<file path="src/rtl/fp_accum_seq_pkg.sv">
// -----------------------------------------------------------------------------
// fp_accum_seq_pkg
// Shared fp24 definitions for the accumulating reducer:
//   - fp24 field positions (sign[23], exp[22:15], mant[14:0])
//   - reduction-op encoding used on the command port
//   - reducer FSM state encoding
//   - fp_std operation codes and an ordered-compare helper
// -----------------------------------------------------------------------------
package fp_accum_seq_pkg;

    localparam int FP_W        = 24;
    localparam int FP_SIGN     = 23;
    localparam int FP_EXP_MSB  = 22;
    localparam int FP_EXP_LSB  = 15;
    localparam int FP_MANT_MSB = 14;
    localparam int FP_EXP_W    = 8;
    localparam int FP_MANT_W   = 15;

    typedef enum logic [1:0] {
        RED_SUM     = 2'b00,
        RED_MAX     = 2'b01,
        RED_MIN     = 2'b10,
        RED_SUM_ALT = 2'b11
    } red_op_e;

    typedef enum logic [1:0] {
        ST_IDLE  = 2'b00,
        ST_FIRST = 2'b01,
        ST_ACCUM = 2'b10,
        ST_DONE  = 2'b11
    } acc_state_e;

    localparam logic [2:0] FPOP_ADD = 3'd0;
    localparam logic [2:0] FPOP_MAX = 3'd1;
    localparam logic [2:0] FPOP_MIN = 3'd2;

    // Sign-magnitude ordering: a > b. +0 is treated as greater than -0.
    function automatic logic fp_gt(input logic [FP_W-1:0] a, input logic [FP_W-1:0] b);
        logic res;
        if (a[FP_SIGN] != b[FP_SIGN]) begin
            res = ~a[FP_SIGN];
        end else if (!a[FP_SIGN]) begin
            res = (a[FP_EXP_MSB:0] > b[FP_EXP_MSB:0]);
        end else begin
            res = (a[FP_EXP_MSB:0] < b[FP_EXP_MSB:0]);
        end
        return res;
    endfunction

endpackage

</file>
<file path="src/rtl/fp_accum_seq_std.sv">
// -----------------------------------------------------------------------------
// fp_std
// Combinational fp24 arithmetic unit: add, max, min.
// Add truncates alignment and normalisation shifts; exponent 0 is zero (no
// denormals), no NaN/Inf handling, exponent overflow wraps.
// Ports:
//   a_i   [WIDTH-1:0]  operand A (accumulator side)
//   b_i   [WIDTH-1:0]  operand B (incoming element)
//   op_i  [2:0]        0 add, 1 max, 2 min, others add
//   res_o [WIDTH-1:0]  result
// -----------------------------------------------------------------------------
module fp_std
    import fp_accum_seq_pkg::*;
#(
    parameter int WIDTH = 24
) (
    input  logic [WIDTH-1:0] a_i,
    input  logic [WIDTH-1:0] b_i,
    input  logic [2:0]       op_i,
    output logic [WIDTH-1:0] res_o
);

    logic [FP_W-1:0]     big, sml, add_res;
    logic [FP_EXP_W-1:0] e_big, e_sml, shamt;
    logic [15:0]         m_big, m_sml, m_sml_sh, diff, norm;
    logic [16:0]         sum;
    logic [4:0]          lz;
    logic                found;

    always_comb begin
        big      = a_i[FP_W-1:0];
        sml      = b_i[FP_W-1:0];
        add_res  = '0;
        sum      = '0;
        diff     = '0;
        norm     = '0;
        lz       = '0;
        found    = 1'b0;
        m_sml_sh = '0;

        // Larger magnitude first, so the alignment shift is always non-negative.
        if (b_i[FP_EXP_MSB:0] > a_i[FP_EXP_MSB:0]) begin
            big = b_i[FP_W-1:0];
            sml = a_i[FP_W-1:0];
        end

        e_big = big[FP_EXP_MSB:FP_EXP_LSB];
        e_sml = sml[FP_EXP_MSB:FP_EXP_LSB];
        m_big = {|e_big, big[FP_MANT_MSB:0]};
        m_sml = {|e_sml, sml[FP_MANT_MSB:0]};
        shamt = e_big - e_sml;

        if (shamt < 8'd16) begin
            m_sml_sh = m_sml >> shamt;
        end

        if (e_big == '0) begin
            add_res = '0;
        end else if (big[FP_SIGN] == sml[FP_SIGN]) begin
            sum = {1'b0, m_big} + {1'b0, m_sml_sh};
            if (sum[16]) begin
                add_res = {big[FP_SIGN], e_big + 8'd1, sum[15:1]};
            end else begin
                add_res = {big[FP_SIGN], e_big, sum[14:0]};
            end
        end else begin
            diff = m_big - m_sml_sh;
            for (int i = 15; i >= 0; i--) begin
                if (!found && diff[i]) begin
                    lz    = 5'(15 - i);
                    found = 1'b1;
                end
            end
            norm = diff << lz;
            // Cancellation to zero or normalising below exponent 1 flushes to zero.
            if (found && (e_big > {3'b000, lz})) begin
                add_res = {big[FP_SIGN], e_big - {3'b000, lz}, norm[14:0]};
            end
        end

        case (op_i)
            FPOP_MAX: res_o = fp_gt(a_i[FP_W-1:0], b_i[FP_W-1:0]) ? a_i : b_i;
            FPOP_MIN: res_o = fp_gt(a_i[FP_W-1:0], b_i[FP_W-1:0]) ? b_i : a_i;
            default:  res_o = WIDTH'(add_res);
        endcase
    end

endmodule

</file>
<file path="src/rtl/fp_accum_seq.sv">
// -----------------------------------------------------------------------------
// fp_accum_seq
// Sequential fp24 reducer: accepts a command (op, length), then that many
// elements, and returns the sum / max / min through a ready/valid result port.
//
//   state    | meaning
//   ---------+-----------------------------------------------------------
//   ST_IDLE  | waiting for a command, start_ready_o high
//   ST_FIRST | waiting for the first element, loaded without arithmetic
//   ST_ACCUM | folding further elements through fp_std, one per cycle
//   ST_DONE  | result held on out_data_o until out_ready_i
//
// Ports:
//   clk_i, rst_ni                    clock, async active-low reset
//   flush_i                          synchronous abort (beats all handshakes)
//   start_valid_i/start_ready_o      command handshake
//   start_op_i[1:0], start_len_i[4:0] command: 00 sum, 01 max, 10 min, 11 sum
//   in_valid_i/in_ready_o, in_data_i element stream
//   out_valid_o/out_ready_i, out_data_o result
//   busy_o                           high outside ST_IDLE
// -----------------------------------------------------------------------------
module fp_accum_seq
    import fp_accum_seq_pkg::*;
#(
    parameter int WIDTH   = 24,
    parameter int MAX_LEN = 16
) (
    input  logic             clk_i,
    input  logic             rst_ni,
    input  logic             flush_i,
    input  logic             start_valid_i,
    output logic             start_ready_o,
    input  logic [1:0]       start_op_i,
    input  logic [4:0]       start_len_i,
    input  logic             in_valid_i,
    output logic             in_ready_o,
    input  logic [WIDTH-1:0] in_data_i,
    output logic             out_valid_o,
    input  logic             out_ready_i,
    output logic [WIDTH-1:0] out_data_o,
    output logic             busy_o
);

    localparam int            CW      = $clog2(MAX_LEN) + 1;
    localparam logic [CW-1:0] MAX_CNT = CW'(MAX_LEN);

    acc_state_e       state_q, state_d;
    red_op_e          op_q, op_d;
    logic [WIDTH-1:0] acc_q, acc_d;
    logic [CW-1:0]    cnt_q, cnt_d;
    logic [CW-1:0]    len_clamped;
    logic [WIDTH-1:0] fp_res;
    logic             start_ready_q, in_ready_q, out_valid_q, busy_q;
    logic             in_fire;

    fp_std #(.WIDTH(WIDTH)) u_fp_std (
        .a_i   (acc_q),
        .b_i   (in_data_i),
        .op_i  ({1'b0, op_q}),
        .res_o (fp_res)
    );

    assign len_clamped = (int'(start_len_i) > MAX_LEN) ? MAX_CNT : CW'(start_len_i);
    assign in_fire     = in_valid_i && in_ready_q;

    always_comb begin
        state_d = state_q;
        op_d    = op_q;
        acc_d   = acc_q;
        cnt_d   = cnt_q;

        if (flush_i) begin
            state_d = ST_IDLE;
            acc_d   = '0;
            cnt_d   = '0;
        end else begin
            case (state_q)
                ST_IDLE: begin
                    if (start_valid_i) begin
                        op_d = red_op_e'(start_op_i);
                        if (len_clamped == '0) begin
                            acc_d   = '0;
                            cnt_d   = '0;
                            state_d = ST_DONE;
                        end else begin
                            cnt_d   = len_clamped;
                            state_d = ST_FIRST;
                        end
                    end
                end
                ST_FIRST, ST_ACCUM: begin
                    if (in_fire && (cnt_q != '0)) begin
                        acc_d   = (state_q == ST_FIRST) ? in_data_i : fp_res;
                        cnt_d   = cnt_q - 1'b1;
                        state_d = (cnt_q == CW'(1)) ? ST_DONE : ST_ACCUM;
                    end
                end
                ST_DONE: begin
                    if (out_ready_i) begin
                        state_d = ST_IDLE;
                    end
                end
                default: state_d = ST_IDLE;
            endcase
        end
    end

    // Handshake flags are registered from the next state so they change
    // together with state_q and never glitch.
    always_ff @(posedge clk_i or negedge rst_ni) begin
        if (!rst_ni) begin
            state_q       <= ST_IDLE;
            op_q          <= RED_SUM;
            acc_q         <= '0;
            cnt_q         <= '0;
            start_ready_q <= 1'b1;
            in_ready_q    <= 1'b0;
            out_valid_q   <= 1'b0;
            busy_q        <= 1'b0;
        end else begin
            state_q       <= state_d;
            op_q          <= op_d;
            acc_q         <= acc_d;
            cnt_q         <= cnt_d;
            start_ready_q <= (state_d == ST_IDLE);
            in_ready_q    <= (state_d == ST_FIRST) || (state_d == ST_ACCUM);
            out_valid_q   <= (state_d == ST_DONE);
            busy_q        <= (state_d != ST_IDLE);
        end
    end

    assign start_ready_o = start_ready_q;
    assign in_ready_o    = in_ready_q;
    assign out_valid_o   = out_valid_q;
    assign busy_o        = busy_q;
    assign out_data_o    = acc_q;

endmodule

</file>
<file path="config.mk">
export PLATFORM = sky130hd
export DESIGN_NAME = fp_accum_seq
export DESIGN_NICKNAME = d
export VERILOG_FILES = /design/src/rtl/fp_accum_seq_pkg.sv /design/src/rtl/fp_accum_seq_std.sv /design/src/rtl/fp_accum_seq.sv
export SDC_FILE = /design/constraint.sdc
export NUM_CORES = 1
export LEC_CHECK = 0
export ABC_CLOCK_PERIOD_IN_PS = 11200
export BUFFER_PORTS_ARGS = -buffer_cell sky130_fd_sc_hd__buf_2
export CELL_PAD_IN_SITES_DETAIL_PLACEMENT = 0
export CELL_PAD_IN_SITES_GLOBAL_PLACEMENT = 1
export CORE_MARGIN = 3
export CORE_UTILIZATION = 47
export DETAILED_ROUTE_END_ITERATION = 7
export MAX_ROUTING_LAYER = met4
export PLACE_DENSITY_LB_ADDON = 0.12
export SETUP_SLACK_MARGIN = 0.05
export SYNTH_ARGS = -nofsm -noshare
export SYNTH_HDL_FRONTEND = slang
export SYNTH_HIERARCHICAL = 1
export SYNTH_SLANG_ARGS = --single-unit
</file>
<file path="constraint.sdc">
create_clock -name clk_i -period 11.2 [get_ports clk_i]
set_input_delay 2.24 -clock clk_i [delete_from_list [all_inputs] [get_ports clk_i]]
set_output_delay 2.24 -clock clk_i [all_outputs]
set_load 0.02 [all_outputs]
</file>
# After elaboration in Yosys (flattened, before gate mapping)
# Index checks and enable logic that the tools add are counted.
# classes
eq_ne,16
add_sub_neg,6
bitwise_logic,2
shift,2
n_reduce_logical,47
magnitude_cmp,6
n_mux,98
# op_table
operator,n
2-to-1 mux 24 bit,12
one-hot mux 24 bit (2 select lines),2
2-to-1 mux 1 bit,54
> comparator 23 bit,2
2-to-1 mux 5 bit,7
2-to-1 mux 4 bit,8
less-than comparator 23 bit,1
2-to-1 mux 23 bit,1
logical AND 1 bit,18
adder 16 x 16 -> 17 bit,1
2-to-1 mux 16 bit,1
OR reduction 8 bit,2
left shift 16 x 5 -> 15 bit,1
>> shifter 16 x 8 -> 16 bit,1
subtractor 16 bit,1
logical NOT 1 bit,15
2-to-1 mux 2 bit,7
2-to-1 mux 3 bit,4
"== test 2 bit, second input constant",5
one-hot mux 5 bit (2 select lines),1
"inequality test 3 bit, second input constant",3
"adder 8 x 1 -> 8 bit, second input constant",1
> comparator 8 x 5 -> 1 bit,1
logical NOT 8 bit,1
22 further kinds,27
# word_totals
register_bits,37
in_bits,37
out_inout_bits,28
elab_cells,185

# Logic depth before layout (Yosys ltp)
# depth
word_depth,94
mapped_depth,44
mapped_depth_nobuf,41

# Modules after synthesis
# Netlist, hierarchy kept.
# modules_own_cells
module,seq_area_each_um2,cells_each,n_inst,area_each_um2
fp_std,0.0,909,1,6259.8
fp_accum_seq,927.1,228,1,2227.1

# Worst setup path before layout
# Ideal clock, no wire load.
# synth_path
kind,input-to-reg
start,input in_data_i[12]
end,"register acc_q[10], in the netlist out_data_o[10]"
setup_ns,0.078
path_stages,41
t_required_ns,11.122
arrival_time_ns,10.561
setup_slack_ns,0.561
n_path_buf,3
cell_sequence,inv_1 ha_1 a21o_1 a21o_1 a21oi_1 o22ai_2 nor4_2 mux2i_1 ha_1 clkbuf_1 clkbuf_1 mux2_2 o211ai_1 a21oi_1 ha_1 fa_1 nand2b_1 a21o_1 [5 not listed] buf_4 nor2_2 inv_1 ha_1 fa_1 nor2b_1 o21ai_0 inv_1 o21a_1 nor2_1 mux2_2 a31oi_1 nand3_1 a211o_1 o31ai_1 mux2_2 nand4_1 a21oi_1
# synth_between
elab_chain_len,94
elab_cells_between_ends,129
cone_classes,3 x add/sub; 5 x order compare; 3 x eq/ne; 2 x shift; 81 x mux; 35 x reduce/logical
# synth_rtl
element,line,source
from (decl),fp_accum_seq.sv:37,"input logic [WIDTH-1:0] in_data_i,"
> comparator 23 bit,fp_accum_seq_std.sv:42,if (b_i[FP_EXP_MSB:0] > a_i[FP_EXP_MSB:0]) begin
2-to-1 mux 24 bit,fp_accum_seq_std.sv:42,
subtractor 8 bit / OR reduction 8 bit (equally long branches),"fp_accum_seq_std.sv:51, fp_accum_seq_std.sv:50",
less-than comparator 8 x 5 -> 1 bit / >> shifter 16 x 8 -> 16 bit (equally long branches),"fp_accum_seq_std.sv:53, fp_accum_seq_std.sv:54",
2-to-1 mux 16 bit,fp_accum_seq_std.sv:53,if (shamt < 8'd16) begin
subtractor 16 bit,fp_accum_seq_std.sv:67,diff = m_big - m_sml_sh;
2-to-1 mux 1 bit,fp_accum_seq_std.sv:69,if (!found && diff[i]) begin
2-to-1 mux 1 bit,fp_accum_seq_std.sv:59,end else if (big[FP_SIGN] == sml[FP_SIGN]) begin
[79 not listed],n/a,
2-to-1 mux 24 bit,fp_accum_seq_std.sv:59,
2-to-1 mux 24 bit (*),fp_accum_seq_std.sv:57,if (e_big == '0) begin
one-hot mux 24 bit (2 select lines) (*),fp_accum_seq_std.sv:81,case (op_i)
via fp_res[10],fp_accum_seq.sv:52,logic [WIDTH-1:0] fp_res;
2-to-1 mux 24 bit (*),fp_accum_seq.sv:93,acc_d = (state_q == ST_FIRST) ? in_data_i : fp_res;
2-to-1 mux 24 bit (*),fp_accum_seq.sv:92,if (in_fire && (cnt_q != '0)) begin
one-hot mux 24 bit (2 select lines) (*),fp_accum_seq.sv:77,case (state_q)
2-to-1 mux 24 bit (*),fp_accum_seq.sv:72,if (flush_i) begin
to (signal assigned),fp_accum_seq.sv:114,acc_q <= '0;
to (signal assigned),fp_accum_seq.sv:123,acc_q <= acc_d;
to (decl),fp_accum_seq.sv:49,"logic [WIDTH-1:0] acc_q, acc_d;"
# The timed path passes the listed nets; every way through them passes the cells marked *. The select of a mux whose other input is x is not followed.
# A chain may end at the register's enable or synchronous reset.

# Worst setup path in the final report
# layout_path
start,input in_data_i[1]
end,"register acc_q[12], in the netlist out_data_o[12]"
# Same word-level chain as after synthesis.

==> flow_metrics.tcl <==
set metrics [dict create \
    outcome "complete, no violations" \
    grt_pass1_vias 9212 \
    grtUsageMet1 0.456 \
    place_congestion 1.00 \
    synth_top_family_by_area "compound AO/OA/AOI/OAI gates" \
    synth.most_common_cell "o21ai_0" \
    hp-class "flop to flop" \
    p_comb_frac 0.760 \
    synth_area_sq_um 8490 \
    cts_root_buf "clkbuf_16" \
    clk_path_buf_depth 2 \
    cellPowerDensity_nw_per_um2 138 \
    peakVddDrop_v 0.000188 \
    die_area_sq_um 19700 \
    power_frac_clock 0.100 \
    gr-usage-met2 0.545 \
    p_sw_mw 0.730 \
    min_period_ps 10770 \
    drt-total-wl_microns 33900 \
    synth_mux_area_frac 0.133 \
    vias_per_cell 6.56 \
    internal-power_mw 0.640 \
    placedCellCount 1471 \
    dieHeight_microns 140 \
    avgRoutedWirePerCell_microns 22.9 \
    groute.layer.met3.usage 0.0430 \
    ys_ff_latch 37 \
    worstSetupPathType "input pin to flop" \
    die_w_microns 140 \
    totalPowerFinal_mw 1.37 \
    drive_above_1_share 0.226 \
    synth_compound_area_frac 0.308 \
    synth-adder-area-share 0.115 \
    syn_area_per_cell_sq_um 7.46 \
    synth.area.top_cells "ha_1 11%, dfrtp_1 11%, mux2i_1 6.5%" \
    sw_frac_of_total 0.533 \
    relSlewSlack 0.153 \
    setup_viol 0 \
    crit_path_start_kind "input pin" \
    synth-edff-count 0 \
    drv_slew 0 \
    numPortBuffers 64 \
    cp.arrival_ps 10970 \
    crit_path_end_kind "flop" \
    ys_top_cells_by_count "90 x o21ai_0, 81 x a21oi_1, 80 x nand2_1" \
    drtAntennaViolNets 0 \
    yosys.area_share.simple 0.230 \
    worstSkewPairLatency_ps 280 \
    p_seq_frac 0.139 \
    rsz0062_at_grt "no" \
    setup_slack_ps 432 \
    nets 1368 \
    synthArstFlopShare 1.00 \
    synth_xor_area_frac 0.0369 \
    track_usage 0.343 \
    synth.distinct_cells 101 \
    path_delay_family "compound AO/OA/AOI/OAI gates" \
    cts_buffers 5 \
    critPathMaxFanout 15 \
    grt_pass1_wl_microns 52700 \
    placed_cell_area_sq_um 9670 \
    yosysTopAreaCellShare 0.108 \
    fmaxAchievable_ghz 0.0929 \
    io_pins 65 \
    hpwlAfterDp_microns 27300 \
    syn2layout_area_growth_pct 16.8 \
    drtIter0Drc 1132 \
    critPathMaxStageDelay_ps 400 \
    stdcell_count 1483 \
    tritoncts "built" \
    cts.clk_slew.worst_paths_ps 60 \
    crit_slowest_cell "fa_1" \
    maxCapViolCount 0 \
    grt_max_degree 43 \
    synth_area_leader_cell "ha_1" \
    drc 0 \
    clock-sinks 37 \
    h-tree-depth 2 \
    tightest_slew_ps 1270 \
    dr.pass1.iters 6 \
    core.rowCount 48 \
    p_leak_nw 4.39 \
    ys.flop_type "dfrtp_1" \
    synth-seq-area-share 0.109 \
    hold_viol_final 0 \
    pre_cts_ws_ps -15.6 \
    finalCritPeriodShare 0.961 \
    antenna_found_initial 2 \
    overflow 0 \
    start_util 0.486 \
    worst-path-buf-inv 9 \
    gr-max-usage-layer "met2" \
    synth_cells 1137 \
    critPathRequiredTime_ps 11400 \
    placeableCoreArea_sq_um 17500 \
    cts_hold_buf 0 \
    skew_ps 7.64 \
    path_common_cell "buf_4" \
    synth_warnings 6 \
    post-route-cell-area_sq_um 9910 \
    vias 9730 \
]
==> area by class of cell <==
class                           instances  area, sq um
Sequential cell                        37          927
Timing Repair Buffer                  180         1220
Tap cell                              225          282
Clock inverter                          1         8.76
Antenna cell                            2         5.00
Inverter                               67          251
Clock buffer                            7          133
Multi-Input combinational cell        964         7090
Fill cell                            1731         7560
==> repair_timing <==
action / CTS / global route
resized for setup: 0 / 18
buffers inserted: 0 / 2
endpoints found under the setup margin: 0 / 24
==> metal layers <==
layer,wire length (microns),share of wire,vias up
met1,14600,0.43,4635
met4,1220,0.036,0
met3,2690,0.079,84
met2,15400,0.45,478
met5,0,0,-
li1,-,-,4533
==> worst register-to-register path, delay by kind of cell (launching register included) <==
kind | cells | cell delay (ps)
AO/OA/AOI/OAI | 16 | 3270
adder cells (fa/ha/maj) | 3 | 1050
buffers and inverters | 5 | 830
flip-flops | 1 | 630
multiplexers | 3 | 810
AND/OR/NAND/NOR | 12 | 2640
==> cell families after synthesis <==
kind of cell / count (synthesis)
buffers and inverters: 139
XOR/XNOR: 34
flip-flops: 37
other: 1
AO/OA/AOI/OAI: 383
multiplexers: 99
adder cells (fa/ha/maj): 76
AND/OR/NAND/NOR: 368
==> metrics by stage <==
step	util	hold WS [ps]	setup TNS [ps]
after floorplan	-	495	0
after global placement	0.553	505	0
after detailed placement	0.553	520	-15.6
after CTS	0.561	533	0
after global routing	0.567	544	0
final	0.567	536	0
==> cell usage in the layout (no fill, tap or decap), types with 9 or more instances in the layout <==
| cell | count |
|---|---|
| buf_4 | 113 |
| o21ai_0 | 89 |
| nand2_1 | 80 |
| a21oi_1 | 79 |
| nor2_1 | 74 |
| ha_1 | 73 |
| inv_1 | 65 |
| buf_2 | 64 |
| mux2i_1 | 50 |
| mux2_2 | 37 |
| nand4_1 | 36 |
| dfrtp_1 | 36 |
| nand3_1 | 33 |
| nor3_1 | 26 |
| nand2b_1 | 22 |
| nor2b_1 | 21 |
| xnor2_1 | 21 |
| o211ai_1 | 19 |
| a21o_1 | 16 |
| a211oi_1 | 13 |
| a31oi_1 | 13 |
| a222oi_1 | 13 |
| o21a_1 | 12 |
| a22oi_1 | 12 |
| or3_1 | 10 |
| o21ai_1 | 10 |
| xor2_1 | 9 |
==> state kept, by name, summed over array words and instances (netlist names) <==
signal / count
busy_o: 1
cnt_q: 5
op_q: 2
state_q: 2
out_data_o: 24
in_ready_o: 1
out_valid_o: 1
start_ready_o: 1
==> power groups by stage <==
stage	sequential, mW	clock, mW	combinational, mW
floorplan	0.196	0	0.672
global placement	0.191	0	1.00
detailed placement	0.192	0	0.999
CTS	0.190	0.142	1.00
global route	0.194	0.147	1.12
finish	0.191	0.137	1.04
==> final timing paths <==
| check | slack [ps] | depth (start not counted) | endpoint | startpoint |
|---|---|---|---|---|
| worst max-delay path | 430 | 45 | out_data_o[12]$_DFFE_PN0P_ | in_data_i[1] |
| worst max register to register | 1890 | 39 | out_data_o[12]$_DFFE_PN0P_ | out_data_o[12]$_DFFE_PN0P_ |
| max in group asynchronous | 8550 | 1 | out_data_o[13]$_DFFE_PN0P_ | rst_ni |
| worst min-delay path | 540 | 1 | op_q[0]$_DFFE_PN0P_ | op_q[0]$_DFFE_PN0P_ |
| min in group asynchronous | 2080 | 1 | in_ready_o$_DFF_PN0_ | rst_ni |
| worst min register to register | 540 | 1 | op_q[0]$_DFFE_PN0P_ | op_q[0]$_DFFE_PN0P_ |
(Power assumes the default switching activity.)
